<file path="src/rtl/pipe_ctrl_if.sv">
// Pipeline-control bus: per-stage hazard inputs in, stall/bubble/status/perf outputs back.
// The controller uses the slave modport; whoever drives the hazard inputs uses master.
interface pipe_ctrl_if;
  logic [3:0]  D_icode_i, E_icode_i, E_dstM_i, d_srcA_i, d_srcB_i, M_icode_i;
  logic        e_cnd_i;
  logic [2:0]  m_stat_i, W_stat_i;
  logic        dmem_busy_i;
  logic        F_stall_o, D_stall_o, E_stall_o, M_stall_o, W_stall_o;
  logic        D_bubble_o, E_bubble_o, M_bubble_o, W_bubble_o;
  logic        halted_o;
  logic [2:0]  stat_o;
  logic [31:0] cycle_cnt_o, stall_cnt_o, bubble_cnt_o;

  modport master (
    output D_icode_i, E_icode_i, E_dstM_i, d_srcA_i, d_srcB_i, M_icode_i,
           e_cnd_i, m_stat_i, W_stat_i, dmem_busy_i,
    input  F_stall_o, D_stall_o, E_stall_o, M_stall_o, W_stall_o,
           D_bubble_o, E_bubble_o, M_bubble_o, W_bubble_o,
           halted_o, stat_o, cycle_cnt_o, stall_cnt_o, bubble_cnt_o
  );

  modport slave (
    input  D_icode_i, E_icode_i, E_dstM_i, d_srcA_i, d_srcB_i, M_icode_i,
           e_cnd_i, m_stat_i, W_stat_i, dmem_busy_i,
    output F_stall_o, D_stall_o, E_stall_o, M_stall_o, W_stall_o,
           D_bubble_o, E_bubble_o, M_bubble_o, W_bubble_o,
           halted_o, stat_o, cycle_cnt_o, stall_cnt_o, bubble_cnt_o
  );
endinterface

</file>
<file path="src/rtl/pipe_ctrl.sv">
// Y86-style pipeline hazard controller: load/use, ret, mispredict, memory wait, halt.
// Define PIPE_CTRL_PERF_CNT_EN to build the cycle/stall/bubble performance counters.
module pipe_ctrl (
  input  logic       clk_i,
  input  logic       rst_n_i,
  pipe_ctrl_if.slave bus
);
  localparam logic [3:0] I_RMMOVQ = 4'h4, I_MRMOVQ = 4'h5, I_JXX  = 4'h7,
                         I_CALL   = 4'h8, I_RET    = 4'h9, I_PUSHQ = 4'hA,
                         I_POPQ   = 4'hB, R_NONE   = 4'hF;
  localparam logic [2:0] S_AOK = 3'd1, S_ADR = 3'd3;
  localparam logic [7:0] TMO_LAST = 8'd254;

  typedef enum logic [1:0] {RUN, MEMWAIT, HALT} state_t;

  typedef struct packed {
    logic f_stall, d_stall, e_stall, m_stall, w_stall;
    logic d_bubble, e_bubble, m_bubble, w_bubble;
  } ctl_t;

  state_t     state, state_nxt;
  logic [7:0] tmo, tmo_nxt;
  logic [2:0] stat_q, stat_nxt;
  ctl_t       ctl, ctl_q;

  logic loaduse, ret, mispredict, w_exc, m_exc, mem_op, busy;

  assign busy       = bus.dmem_busy_i;
  assign loaduse    = (bus.E_icode_i == I_MRMOVQ || bus.E_icode_i == I_POPQ) &&
                      bus.E_dstM_i != R_NONE &&
                      (bus.E_dstM_i == bus.d_srcA_i || bus.E_dstM_i == bus.d_srcB_i);
  assign ret        = bus.D_icode_i == I_RET || bus.E_icode_i == I_RET ||
                      bus.M_icode_i == I_RET;
  assign mispredict = bus.E_icode_i == I_JXX && !bus.e_cnd_i;
  assign w_exc      = bus.W_stat_i != S_AOK;
  assign m_exc      = bus.m_stat_i != S_AOK;
  assign mem_op     = bus.M_icode_i inside {I_RMMOVQ, I_MRMOVQ, I_CALL, I_RET, I_PUSHQ, I_POPQ};

  always_ff @(posedge clk_i or negedge rst_n_i) begin
    if (!rst_n_i) begin
      state  <= RUN;
      tmo    <= '0;
      stat_q <= S_AOK;
    end else begin
      state  <= state_nxt;
      tmo    <= tmo_nxt;
      stat_q <= stat_nxt;
    end
  end

  // MEMWAIT only freezes while the access is still outstanding; once busy drops
  // the pipeline advances that cycle and the controller behaves exactly as in RUN.
  always_comb begin
    state_nxt = state;
    tmo_nxt   = tmo;
    stat_nxt  = stat_q;
    ctl       = '0;
    case (state)
      HALT: begin
        ctl.f_stall = 1'b1; ctl.d_stall = 1'b1; ctl.e_stall = 1'b1;
        ctl.m_stall = 1'b1; ctl.w_stall = 1'b1;
      end
      MEMWAIT: begin
        if (busy) begin
          ctl.f_stall = 1'b1; ctl.d_stall = 1'b1; ctl.e_stall = 1'b1;
          ctl.m_stall = 1'b1; ctl.w_bubble = 1'b1;
          tmo_nxt = 8'(tmo + 8'd1);
          if (tmo == TMO_LAST) begin
            state_nxt = HALT;
            stat_nxt  = S_ADR;
          end
        end else begin
          state_nxt = RUN;
          ctl.f_stall  = loaduse | ret;
          ctl.d_stall  = loaduse;
          ctl.d_bubble = mispredict | (ret & ~loaduse);
          ctl.e_bubble = mispredict | loaduse;
          ctl.m_bubble = m_exc | w_exc;
          ctl.w_stall  = w_exc;
        end
      end
      default: begin
        // A writeback exception wins over a simultaneous memory wait.
        if (w_exc) begin
          state_nxt = HALT;
          stat_nxt  = bus.W_stat_i;
        end else if (busy && mem_op) begin
          state_nxt = MEMWAIT;
          tmo_nxt   = '0;
        end
        if (!w_exc && busy && mem_op) begin
          ctl.f_stall = 1'b1; ctl.d_stall = 1'b1; ctl.e_stall = 1'b1;
          ctl.m_stall = 1'b1; ctl.w_bubble = 1'b1;
        end else begin
          ctl.f_stall  = loaduse | ret;
          ctl.d_stall  = loaduse;
          ctl.d_bubble = mispredict | (ret & ~loaduse);
          ctl.e_bubble = mispredict | loaduse;
          ctl.m_bubble = m_exc | w_exc;
          ctl.w_stall  = w_exc;
        end
      end
    endcase
  end

  // Reset must silence the combinational outputs without waiting for an edge.
  assign ctl_q = rst_n_i ? ctl : '0;

  assign bus.F_stall_o  = ctl_q.f_stall;
  assign bus.D_stall_o  = ctl_q.d_stall;
  assign bus.E_stall_o  = ctl_q.e_stall;
  assign bus.M_stall_o  = ctl_q.m_stall;
  assign bus.W_stall_o  = ctl_q.w_stall;
  assign bus.D_bubble_o = ctl_q.d_bubble;
  assign bus.E_bubble_o = ctl_q.e_bubble;
  assign bus.M_bubble_o = ctl_q.m_bubble;
  assign bus.W_bubble_o = ctl_q.w_bubble;
  assign bus.halted_o   = state == HALT;
  assign bus.stat_o     = (state == HALT) ? stat_q : S_AOK;

`ifdef PIPE_CTRL_PERF_CNT_EN
  logic [31:0] cycle_cnt, stall_cnt, bubble_cnt;
  logic        any_stall, any_bubble;

  assign any_stall  = |{ctl_q.f_stall, ctl_q.d_stall, ctl_q.e_stall, ctl_q.m_stall, ctl_q.w_stall};
  assign any_bubble = |{ctl_q.d_bubble, ctl_q.e_bubble, ctl_q.m_bubble, ctl_q.w_bubble};

  always_ff @(posedge clk_i or negedge rst_n_i) begin
    if (!rst_n_i) begin
      cycle_cnt  <= '0;
      stall_cnt  <= '0;
      bubble_cnt <= '0;
    end else if (state != HALT) begin
      if (cycle_cnt != '1)                 cycle_cnt  <= cycle_cnt + 32'd1;
      if (any_stall  && stall_cnt  != '1) stall_cnt  <= stall_cnt + 32'd1;
      if (any_bubble && bubble_cnt != '1) bubble_cnt <= bubble_cnt + 32'd1;
    end
  end

  assign bus.cycle_cnt_o  = cycle_cnt;
  assign bus.stall_cnt_o  = stall_cnt;
  assign bus.bubble_cnt_o = bubble_cnt;
`else
  assign bus.cycle_cnt_o  = '0;
  assign bus.stall_cnt_o  = '0;
  assign bus.bubble_cnt_o = '0;
`endif
endmodule

</file>
<file path="src/flat_wrapper.sv">
// flat-port wrapper written by rule: the top's interface ports become plain ports
module pipe_ctrl_flat 
  (clk_i, rst_n_i, bus_D_icode_i, bus_E_icode_i, bus_E_dstM_i, bus_d_srcA_i, bus_d_srcB_i, bus_M_icode_i, bus_e_cnd_i, bus_m_stat_i, bus_W_stat_i, bus_dmem_busy_i, bus_F_stall_o, bus_D_stall_o, bus_E_stall_o, bus_M_stall_o, bus_W_stall_o, bus_D_bubble_o, bus_E_bubble_o, bus_M_bubble_o, bus_W_bubble_o, bus_halted_o, bus_stat_o, bus_cycle_cnt_o, bus_stall_cnt_o, bus_bubble_cnt_o);
  pipe_ctrl_if bus_i ();
  input  logic clk_i;
  input  logic rst_n_i;
  input wire logic [$bits(bus_i.D_icode_i)-1:0] bus_D_icode_i;
  input wire logic [$bits(bus_i.E_icode_i)-1:0] bus_E_icode_i;
  input wire logic [$bits(bus_i.E_dstM_i)-1:0] bus_E_dstM_i;
  input wire logic [$bits(bus_i.d_srcA_i)-1:0] bus_d_srcA_i;
  input wire logic [$bits(bus_i.d_srcB_i)-1:0] bus_d_srcB_i;
  input wire logic [$bits(bus_i.M_icode_i)-1:0] bus_M_icode_i;
  input wire logic [$bits(bus_i.e_cnd_i)-1:0] bus_e_cnd_i;
  input wire logic [$bits(bus_i.m_stat_i)-1:0] bus_m_stat_i;
  input wire logic [$bits(bus_i.W_stat_i)-1:0] bus_W_stat_i;
  input wire logic [$bits(bus_i.dmem_busy_i)-1:0] bus_dmem_busy_i;
  output wire logic [$bits(bus_i.F_stall_o)-1:0] bus_F_stall_o;
  output wire logic [$bits(bus_i.D_stall_o)-1:0] bus_D_stall_o;
  output wire logic [$bits(bus_i.E_stall_o)-1:0] bus_E_stall_o;
  output wire logic [$bits(bus_i.M_stall_o)-1:0] bus_M_stall_o;
  output wire logic [$bits(bus_i.W_stall_o)-1:0] bus_W_stall_o;
  output wire logic [$bits(bus_i.D_bubble_o)-1:0] bus_D_bubble_o;
  output wire logic [$bits(bus_i.E_bubble_o)-1:0] bus_E_bubble_o;
  output wire logic [$bits(bus_i.M_bubble_o)-1:0] bus_M_bubble_o;
  output wire logic [$bits(bus_i.W_bubble_o)-1:0] bus_W_bubble_o;
  output wire logic [$bits(bus_i.halted_o)-1:0] bus_halted_o;
  output wire logic [$bits(bus_i.stat_o)-1:0] bus_stat_o;
  output wire logic [$bits(bus_i.cycle_cnt_o)-1:0] bus_cycle_cnt_o;
  output wire logic [$bits(bus_i.stall_cnt_o)-1:0] bus_stall_cnt_o;
  output wire logic [$bits(bus_i.bubble_cnt_o)-1:0] bus_bubble_cnt_o;
  assign bus_i.D_icode_i = bus_D_icode_i;
  assign bus_i.E_icode_i = bus_E_icode_i;
  assign bus_i.E_dstM_i = bus_E_dstM_i;
  assign bus_i.d_srcA_i = bus_d_srcA_i;
  assign bus_i.d_srcB_i = bus_d_srcB_i;
  assign bus_i.M_icode_i = bus_M_icode_i;
  assign bus_i.e_cnd_i = bus_e_cnd_i;
  assign bus_i.m_stat_i = bus_m_stat_i;
  assign bus_i.W_stat_i = bus_W_stat_i;
  assign bus_i.dmem_busy_i = bus_dmem_busy_i;
  assign bus_F_stall_o = bus_i.F_stall_o;
  assign bus_D_stall_o = bus_i.D_stall_o;
  assign bus_E_stall_o = bus_i.E_stall_o;
  assign bus_M_stall_o = bus_i.M_stall_o;
  assign bus_W_stall_o = bus_i.W_stall_o;
  assign bus_D_bubble_o = bus_i.D_bubble_o;
  assign bus_E_bubble_o = bus_i.E_bubble_o;
  assign bus_M_bubble_o = bus_i.M_bubble_o;
  assign bus_W_bubble_o = bus_i.W_bubble_o;
  assign bus_halted_o = bus_i.halted_o;
  assign bus_stat_o = bus_i.stat_o;
  assign bus_cycle_cnt_o = bus_i.cycle_cnt_o;
  assign bus_stall_cnt_o = bus_i.stall_cnt_o;
  assign bus_bubble_cnt_o = bus_i.bubble_cnt_o;
  pipe_ctrl u_core (.clk_i(clk_i), .rst_n_i(rst_n_i), .bus(bus_i));
endmodule
</file>
<file path="config.mk">
export PLATFORM = sky130hd
export DESIGN_NAME = pipe_ctrl_flat
export DESIGN_NICKNAME = d
export VERILOG_FILES = /design/src/rtl/pipe_ctrl_if.sv /design/src/rtl/pipe_ctrl.sv /design/src/flat_wrapper.sv
export SDC_FILE = /design/constraint.sdc
export NUM_CORES = 1
export LEC_CHECK = 0
export CORE_ASPECT_RATIO = 0.75
export CORE_MARGIN = 2
export CORE_UTILIZATION = 31
export DETAILED_ROUTE_END_ITERATION = 7
export HOLD_SLACK_MARGIN = 0.1
export PLACE_DENSITY = 0.78
export SYNTH_ARGS = -nofsm -noshare
export SYNTH_HDL_FRONTEND = slang
export SYNTH_SLANG_ARGS = --single-unit
</file>
<file path="constraint.sdc">
create_clock -name clk_i -period 1.7 [get_ports clk_i]
set_input_delay 0.17 -clock clk_i [delete_from_list [all_inputs] [get_ports clk_i]]
set_output_delay 0.17 -clock clk_i [all_outputs]
set_load 0.03 [all_outputs]
</file>
==> flow_summary.ini <==
[setup_path]
cp.required_ns = 1.53
critPathArrivalTime_ns = 1.71
crit_fanout = 6
start_kind = flop
crit_buf_inv = 3
critPathKind = flop to output pin
worstPathCellList = inv_2 > ha_2 > buf_6 > a21oi_4 > o22a_1 > a31oi_4 > buf_6
worst_path_most_repeated_cell = buf_6
cp_slowest_stage_delay_ns = 0.41
cp_slowest_cell = dfrtp_1
endpoint_kind = output pin
critPathTopFamily = compound AO/OA/AOI/OAI gates

[cells_and_area]
layout_common_cells = 96 x conb_1, 36 x buf_4, 20 x clkdlybuf4s50_1
final_common_cell = conb_1
drive_gt1_share_pct = 26.6
area_delta_synth_final_pct = 39.6
nFillCells = 560
layout.nets = 355
antenna_cells = 0
design_area_um2 = 2620

[route]
vias = 1606
initialDrtViolationCount = 51
routed_wl_um = 4640
via_per_inst = 4.08
drt_pass1_iterations = 4
ant_nets = 0
wire_per_inst_um = 11.8
drcViolationCount = 0

[clocking]
cts_tree = done
h-tree-depth = 1
cts_root_buffer = clkbuf_8
clkTransAtPathRegs_ns = 0.06
cts_hold_buf = 0
numCtsBuffers = 3
cts_max_path_buffers = 2
clock-sinks = 13
clkLatencyLatePin_ns = 0.25

[outcome]
outcome = complete, but fails checks
failed_checks = setup timing

[floorplanning]
pin_count = 143
start_util_pct = 32.2
coreArea_um2 = 5830
dieArea_um2 = 6690
chipHeight_um = 71.4
die_w_um = 93.8
row_count = 24

[sta]
worst_slack_ns = -0.179
finalSetupViolCount = 10
rsz0062_at_grt = true
clock_skew_ns = 0.00438
min_period_ns = 1.88
maxSlewViolCount = 0
hold_viol = 0
max_freq_mhz = 532
period_share_pct = 111

[logic_synthesis]
ys_seq_area_share_pct = 17.4
ys_warn_count = 0
synth-edff-count = 0
syn-cell-area_um2 = 1880
ys_seq_elements = 13
async_reset_ff_share_pct = 100
postSynthAreaPerCell_um2 = 8.05
ys.flop_type = dfrtp_1
synth_cell_types = 48
synthCells = 233

[power_and_ir_drop]
ir_worst_vdd_v = 0.000888
powerDensity_nw_per_um2 = 1380
p_leak_nw = 1.29
finalPower_mw = 3.61

[placed_design]
dp_hpwl_um = 3540
io_buffers = 46
gp_congestion = 0.826
place_area_um2 = 2280

[grt]
grtUsageTotal_pct = 12.0
grt_max_degree = 18
grt_pass1_vias = 1392
grt_pass1_wl_um = 6560
grt_overflow_total = 0
antenna_found_initial = 0

[worst_hold_path]
hold_class = input port to asynchronous set/reset pin

[run]
cap_viol_max_count = 0
==> layout make-up <==
class	count	area (um^2)	area share, %
multi-input combinational	204	1320	50.5
clock buffer	4	45.0	1.72
timing repair buffer	84	786	30.0
tap	78	97.6	3.73
sequential	13	327	12.5
inverter	11	41.3	1.58
==> logic make-up (layout without fill, tap and decap cells) <==
kind of cell,after synthesis,in the layout,share of synthesized area [%]
AO/OA/AOI/OAI,40,40,14.8
XOR/XNOR,8,8,3.74
adder cells (fa/ha/maj),4,4,2.67
buffers and inverters,111,99,41.8
flip-flops,13,13,17.4
multiplexers,5,5,2.74
other,1,96,0.200
AND/OR/NAND/NOR,51,51,16.7
==> worst reg2reg max path: stages, from the launching register on <==
cell      delay (ns)
dfrtp_1         0.42
inv_2           0.08
ha_2            0.18
buf_6           0.14
buf_4           0.18
inv_1           0.16
or3_1           0.39
o211ai_1        0.09
==> sequential cells by signal, summed over array words and instances, names as in the netlist <==
signal         cells
u_core.stat_q      3
u_core.state       2
u_core.tmo         8
==> path summary, 6_finish.rpt <==
| path | startpoint | slack [ns] | to | depth (start not counted) |
|---|---|---|---|---|
| worst max-delay path | u_core.state[1] | -0.18 | bus_F_stall_o | 7 |
| worst min-delay path | rst_n_i | 0.44 | u_core.tmo[5] | 2 |
| worst max register to register | u_core.state[1] | -0.02 | u_core.tmo[6] | 7 |
| worst min register to register | u_core.stat_q[0] | 0.47 | u_core.stat_q[0] | 2 |
| max in group asynchronous | rst_n_i | 0.99 | u_core.stat_q[0] | 2 |
| min in group clk_i | u_core.stat_q[0] | 0.47 | u_core.stat_q[0] | 2 |
==> per-stage QoR <==
step / setup TNS, ns / setup slack (ns) / cells / hold WS, ns / util, %
2_1_floorplan: -0.269 / -0.122 / 328 / -0.126 / -
3_3_place_gp: -2.23 / -0.560 / 380 / 0.466 / 39.2
3_5_place_dp: -2.81 / -0.606 / 380 / 0.465 / 39.2
4_1_cts: -1.22 / -0.167 / 389 / 0.432 / 42.7
5_1_grt: -2.62 / -0.246 / 394 / 0.461 / 44.9
6_report: -1.26 / -0.179 / 394 / 0.440 / 44.9
==> synth_stat cells (4+ instances only) <==
master / count / area share (%)
nand2_1: 11 / 2.2
nand4_1: 4 / 1.3
a31oi_1: 5 / 1.7
buf_4: 97 / 39
nand2b_1: 5 / 1.7
o22ai_1: 5 / 1.7
mux2i_1: 4 / 2.1
xor2_1: 8 / 3.7
a21oi_1: 8 / 2.1
nand3_1: 5 / 1.3
dfrtp_1: 12 / 16
inv_1: 10 / 2.0
and2_1: 6 / 2.0
ha_1: 4 / 2.7
==> layer usage <==
metal / GRT usage (%) / wire length, um
met1: 16.1 / 1900
met2: 20.2 / 2460
met3: 2.42 / 230
met4: 2.25 / 44
met5: 0 / 0
==> power breakdown <==
group / internal [mW] / switching (mW) / total [mW]
Combinational: 1.27 / 1.49 / 2.76
Clock: 0.166 / 0.125 / 0.292
Sequential: 0.441 / 0.117 / 0.558
==> timing repair <==
action                                  4_1_cts  5_1_grt
endpoints found under the setup margin       11       21
resized for setup                            47       22
buffers inserted                              5        5
gates cloned                                  0        0
pin swaps                                     8        8
No activity file was read; power rests on OpenSTA's default activity.
